## src/rtl/apb_gpio_irq.sv

```systemverilog
// APB slave GPIO controller: direction/output registers with atomic set/clear
// aliases, a two-flop synchronised input path and per-pin edge interrupts
// with enable, polarity and write-1-to-clear status.
module apb_gpio_irq #(
  parameter int WIDTH  = 8,
  parameter int ADDR_W = 4,
  parameter int WARMUP = 3
) (
  input  logic              PCLK,
  input  logic              PRESETn,
  input  logic              PSEL,
  input  logic              PENABLE,
  input  logic              PWRITE,
  input  logic [ADDR_W-1:0] PADDR,
  input  logic [WIDTH-1:0]  PWDATA,
  output logic [WIDTH-1:0]  PRDATA,
  output logic              PREADY,
  output logic              PSLVERR,
  input  logic [WIDTH-1:0]  gpio_in,
  output logic [WIDTH-1:0]  gpio_out,
  output logic [WIDTH-1:0]  gpio_oe,
  output logic              irq
);

  localparam int CNT_W = (WARMUP < 1) ? 1 : $clog2(WARMUP + 1);

  logic [WIDTH-1:0] dir_q, out_q, en_q, pol_q, stat_q;
  logic [WIDTH-1:0] sync_p0, sync_p1, prev_p2;
  logic [WIDTH-1:0] evt, w1c;
  logic [CNT_W-1:0] warm_cnt;
  logic             warm_done;
  logic             irq_q;
  logic             addr_err;
  logic             access;
  logic             wr;
  logic [2:0]       idx;

  // Any address bit above the 8-word map flags an error; these words must
  // never alias onto the real registers.
  generate
    if (ADDR_W > 3) begin : g_hi
      assign addr_err = |PADDR[ADDR_W-1:3];
    end else begin : g_nohi
      assign addr_err = 1'b0;
    end
  endgenerate

  assign idx     = PADDR[2:0];
  assign access  = PSEL & PENABLE;
  assign wr      = access & PWRITE & ~addr_err;
  assign PREADY  = 1'b1;
  assign PSLVERR = access & addr_err;

  assign w1c       = (wr && idx == 3'd7) ? PWDATA : '0;
  assign warm_done = (warm_cnt == CNT_W'(WARMUP));
  // Only pins configured as inputs can raise events; the polarity bit picks
  // which transition of the synchronised level counts.
  assign evt = ~dir_q & {WIDTH{warm_done}} &
               ((pol_q & prev_p2 & ~sync_p1) | (~pol_q & ~prev_p2 & sync_p1));

  // Configuration and output registers written from the APB access phase.
  always_ff @(posedge PCLK or negedge PRESETn) begin
    if (!PRESETn) begin
      dir_q <= '0;
      out_q <= '0;
      en_q  <= '0;
      pol_q <= '0;
    end else if (wr) begin
      case (idx)
        3'd0: dir_q <= PWDATA;
        3'd1: out_q <= out_q | PWDATA;
        3'd2: out_q <= out_q & ~PWDATA;
        3'd3: out_q <= PWDATA;
        3'd5: en_q  <= PWDATA;
        3'd6: pol_q <= PWDATA;
        default: ;
      endcase
    end
  end

  // Input pipeline: p0/p1 resynchronise the pads, p2 holds the previous
  // synchronised level for edge comparison.
  always_ff @(posedge PCLK or negedge PRESETn) begin
    if (!PRESETn) begin
      sync_p0 <= '0;
      sync_p1 <= '0;
      prev_p2 <= '0;
    end else begin
      // stage p0: first metastability flop
      sync_p0 <= gpio_in;
      // stage p1: stable synchronised level
      sync_p1 <= sync_p0;
      // stage p2: edge history
      prev_p2 <= sync_p1;
    end
  end

  // Warm-up counter masks the spurious edge from pads already high at reset.
  always_ff @(posedge PCLK or negedge PRESETn) begin
    if (!PRESETn) begin
      warm_cnt <= '0;
    end else if (warm_cnt < CNT_W'(WARMUP)) begin
      warm_cnt <= warm_cnt + 1'b1;
    end
  end

  // Sticky status: a new event beats a simultaneous write-1-to-clear.
  always_ff @(posedge PCLK or negedge PRESETn) begin
    if (!PRESETn) begin
      stat_q <= '0;
    end else begin
      stat_q <= (stat_q & ~w1c) | evt;
    end
  end

  // Registered interrupt level from enabled status bits.
  always_ff @(posedge PCLK or negedge PRESETn) begin
    if (!PRESETn) begin
      irq_q <= 1'b0;
    end else begin
      irq_q <= |(stat_q & en_q);
    end
  end

  // Read mux; out-of-map words and write cycles return zero.
  always_comb begin
    PRDATA = '0;
    if (PSEL && !PWRITE && !addr_err) begin
      case (idx)
        3'd0:          PRDATA = dir_q;
        3'd1, 3'd2, 3'd3: PRDATA = out_q;
        3'd4:          PRDATA = sync_p1;
        3'd5:          PRDATA = en_q;
        3'd6:          PRDATA = pol_q;
        3'd7:          PRDATA = stat_q;
        default:       PRDATA = '0;
      endcase
    end
  end

  assign gpio_out = out_q;
  assign gpio_oe  = dir_q;
  assign irq      = irq_q;

endmodule

```

## config.mk

```make
export PLATFORM = sky130hd
export DESIGN_NAME = apb_gpio_irq
export DESIGN_NICKNAME = d
export VERILOG_FILES = /design/src/rtl/apb_gpio_irq.sv
export SDC_FILE = /design/constraint.sdc
export NUM_CORES = 1
export LEC_CHECK = 0
export CORE_MARGIN = 8
export CORE_UTILIZATION = 53
export DETAILED_ROUTE_END_ITERATION = 16
export GPL_ROUTABILITY_DRIVEN = 0
export GPL_TIMING_DRIVEN = 0
export PLACE_DENSITY = 0.83
export SLEW_MARGIN = 20
export SYNTH_ARGS = -nofsm -noshare
export SYNTH_HDL_FRONTEND = slang
export SYNTH_SLANG_ARGS = --single-unit
```

## constraint.sdc

```tcl
create_clock -name PCLK -period 2.1 [get_ports PCLK]
set_input_delay 0.42 -clock PCLK [delete_from_list [all_inputs] [get_ports PCLK]]
set_output_delay 0.42 -clock PCLK [all_outputs]
set_load 0.005 [all_outputs]
```

==> qor.yml <==
floorplan:
  dieArea_mm2: 0.008650
  start_util_pct: 54.04
  dieHeight_um: 93.01
  io_pins: 52
  floorplan.die.width_um: 93.01
  core_area_mm2: 0.005816
  fp-row-count: 28
worst_setup_path:
  worstPathArrival_ps: 1620
  cp-start-kind: "input port"
  critical_path_required_time_ps: 1680
  crit_fanout: 5
  worstRegToRegCells: 3
  end_kind: "primary output"
  timing.setup.critical_path_class: "input port to primary output"
grt:
  grt_max_degree: 37
  via_count_of_the_first_global_routing_pass: 2641
  track_usage_pct: 20.25
  global_route_wire_length_before_repair_um: 13510
  grt_antenna_before_repair: 0
  grt_remaining_overflow: 0
yosys:
  synth_warnings: 0
  netlist_area_mm2: 0.003143
  synth_async_sr_flop_share_pct: 100.0
  syn_nets: 279
  yosys.cell_types.count: 46
  yosys_register_bits: 67
  syn_inst: 253
  syn_area_per_cell_um2: 12.42
  synth_edf_count: 0
  synth_top_flop_cell: "sky130_fd_sc_hd__dfrtp_1"
  yosysSeqAreaShare_pct: 53.34
power_and_ir_drop:
  power_density_mw_per_mm2: 714.5
  p_leak_uw: 0.001863
  vdd.ir_drop.worst_uv: 490.5
  totalPowerFinal_uw: 2931
layout:
  syn_to_final_growth_pct: 30.49
  post_route_cells_drive_above_1_share_pct: 23.58
  mostFrequentLayoutCells: "sky130_fd_sc_hd__dfrtp_1, sky130_fd_sc_hd__clkdlybuf4s50_1, sky130_fd_sc_hd__mux2_1, sky130_fd_sc_hd__buf_4"
  layout.cells.most_common: "sky130_fd_sc_hd__dfrtp_1"
  antennaDiodeCount: 0
  finish.net_count: 356
drt:
  dr.first_iter.drc_count: 208
  vias_after_detailed_routing: 2548
  drt_pass1_iterations: 5
  drcViolationCount: 0
  detail_route.wl_per_cell_um: 20.50
  drt_wl_total_um: 8405
  detail-route-antenna-nets: 0
  vias_per_cell: 6.215
clock_tree:
  clk-insertion-delay-late_ps: 350
  cts_max_level: 3
  cts_tree: "yes"
  cts_hold_buf: 0
  clockBufferDepth: 2
  clock-sinks: 67
  clkTransAtPathRegs_ps: 70
  cts_root_buf: "sky130_fd_sc_hd__clkbuf_8"
  cts-buffers-inserted: 9
hold_path:
  timing.hold.worst.class: "input port to asynchronous set/reset pin"
timing:
  report.final.hold_viol_count: 0
  post-route-min-period_ps: 2042
  relSlewSlack_pct: 56.65
  hold_slack_ps: 6.618
  timing_max_transition_violations_final: 0
  worst_clock_skew_ps: 6.163
  layout_worst_path_cycle_share_pct: 97.23
  timing.final.setup_violations: 0
  worst_pin_slew_ps: 650.3
  grt_setup_unrepaired: "no"
  timing.fmax_mhz: 489.8
place:
  placement.io_buffers: 50
  dpl.hpwl_um: 5409
status:
  status: "finished clean"
run:
  drv_cap: 0
## critical path: stages
cell,delay [ps]
sky130_fd_sc_hd__clkdlybuf4s15_2,230
sky130_fd_sc_hd__buf_6,150
sky130_fd_sc_hd__nor2_4,130
sky130_fd_sc_hd__mux2_1,340
sky130_fd_sc_hd__o211a_1,210
sky130_fd_sc_hd__buf_2,130
## through the flow
stage	setup WS [ps]	util [%]	setup TNS [ps]	cells	area, um2
2_1_floorplan	345.4	-	0	253	3143
3_3_place_gp	-1586	64.26	-120710	378	3737
3_5_place_dp	-1037	64.65	-14210	379	3760
4_1_cts	50.06	70.57	0	411	4104
5_1_grt	6.193	70.53	0	410	4101
6_report	58.25	70.53	0	410	4101
## registers in the layout, summed over array words and instances, names as in the netlist, 8 cells and up
signal and flops:
en_q 8, stat_q 8, gpio_oe 8, sync_p0 8, pol_q 8, prev_p2 8, sync_p1 8, gpio_out 8
## cell families (layout without fill, tap and decap cells)
group | count (synthesis) | after routing | synth area share [%]
other | 1 | 1 | 0.1193
flip-flops | 67 | 67 | 53.34
multiplexers | 33 | 33 | 12.94
buffers and inverters | 25 | 107 | 3.901
adder cells (fa/ha/maj) | 1 | 1 | 0.3980
XOR/XNOR | 1 | 1 | 0.2787
AND/OR/NAND/NOR | 66 | 66 | 13.97
AO/OA/AOI/OAI | 59 | 59 | 15.05
## metal layers
| metal | wire (um) | GRT usage, % | vias to the layer above | part of all wire [%] |
|---|---|---|---|---|
| met5 | 0 | 0 | - | 0 |
| met4 | 225 | 9.799 | 0 | 2.7 |
| met3 | 696 | 5.449 | 22 | 8.3 |
| met2 | 4037 | 31.95 | 146 | 48 |
| met1 | 3445 | 25.24 | 1266 | 41 |
| li1 | - | - | 1114 | - |
## where the power goes
group | total, uW | internal, uW | leakage (uW) | switching, uW
logic | 477 | 275 | 0.000998 | 202
registers | 1480 | 1390 | 0.000770 | 85.9
clock network | 976 | 484 | 0.0000949 | 492
total | 2930 | 2150 | 0.00186 | 781
## repair_timing
item | 4_1_cts | 5_1_grt
pin swaps | 11 | 2
resized for setup | 74 | 7
setup buffers | 13 | 0
setup endpoints to repair | 8 | 7
gates cloned | 3 | 0
## area by class of cell
cell class              instances  area, um2
plain buffers                  16      152.6
clock buffers                  11      151.4
clock inverters                 5      27.53
fillers                       420       1714
inverters                       8      30.03
multi-input cells             161       1376
flip-flops and latches         67       1677
well taps                      75      93.84
repair buffers                 67      593.1
## synthesized netlist by cell type (2+ instances only)
cell type	n	area (um2)
sky130_fd_sc_hd__a211o_1	6	52.55
sky130_fd_sc_hd__a21oi_1	5	25.02
sky130_fd_sc_hd__a221o_1	2	20.02
sky130_fd_sc_hd__a22oi_1	4	30.03
sky130_fd_sc_hd__a31oi_1	2	12.51
sky130_fd_sc_hd__a32o_1	8	80.08
sky130_fd_sc_hd__and3_1	7	43.79
sky130_fd_sc_hd__and3b_1	4	35.03
sky130_fd_sc_hd__buf_1	2	7.510
sky130_fd_sc_hd__buf_2	8	40.04
sky130_fd_sc_hd__buf_6	2	22.52
sky130_fd_sc_hd__clkbuf_1	4	15.01
sky130_fd_sc_hd__dfrtp_1	67	1677
sky130_fd_sc_hd__inv_1	8	30.03
sky130_fd_sc_hd__mux2_1	18	202.7
sky130_fd_sc_hd__mux2_4	8	120.1
sky130_fd_sc_hd__mux2i_1	5	50.05
sky130_fd_sc_hd__nand2_1	8	30.03
sky130_fd_sc_hd__nand2b_1	14	87.58
sky130_fd_sc_hd__nand3_1	5	25.02
sky130_fd_sc_hd__nand3b_1	3	22.52
sky130_fd_sc_hd__nand4_1	9	56.30
sky130_fd_sc_hd__nor3b_1	9	67.56
sky130_fd_sc_hd__o21ai_0	3	15.01
sky130_fd_sc_hd__o21ba_1	5	50.05
sky130_fd_sc_hd__o21bai_1	2	15.01
sky130_fd_sc_hd__o221a_1	5	56.30
sky130_fd_sc_hd__o22ai_1	12	75.07
## worst paths after layout
path / from / end / slack (ps)
setup reg to reg: warm_cnt[0]$_DFFE_PN0P_ / warm_cnt[1]$_DFFE_PN0P_ / 570
setup / recovery: PADDR[1] / PRDATA[7] / 60
min in group PCLK: sync_p0[4]$_DFF_PN0_ / sync_p1[4]$_DFF_PN0_ / 350
hold reg to reg: sync_p0[4]$_DFF_PN0_ / sync_p1[4]$_DFF_PN0_ / 350
hold / removal: PRESETn / sync_p0[7]$_DFF_PN0_ / 7
max in group asynchronous: PRESETn / sync_p1[3]$_DFF_PN0_ / 1580
Note: power is estimated with default switching activity, not from simulation.
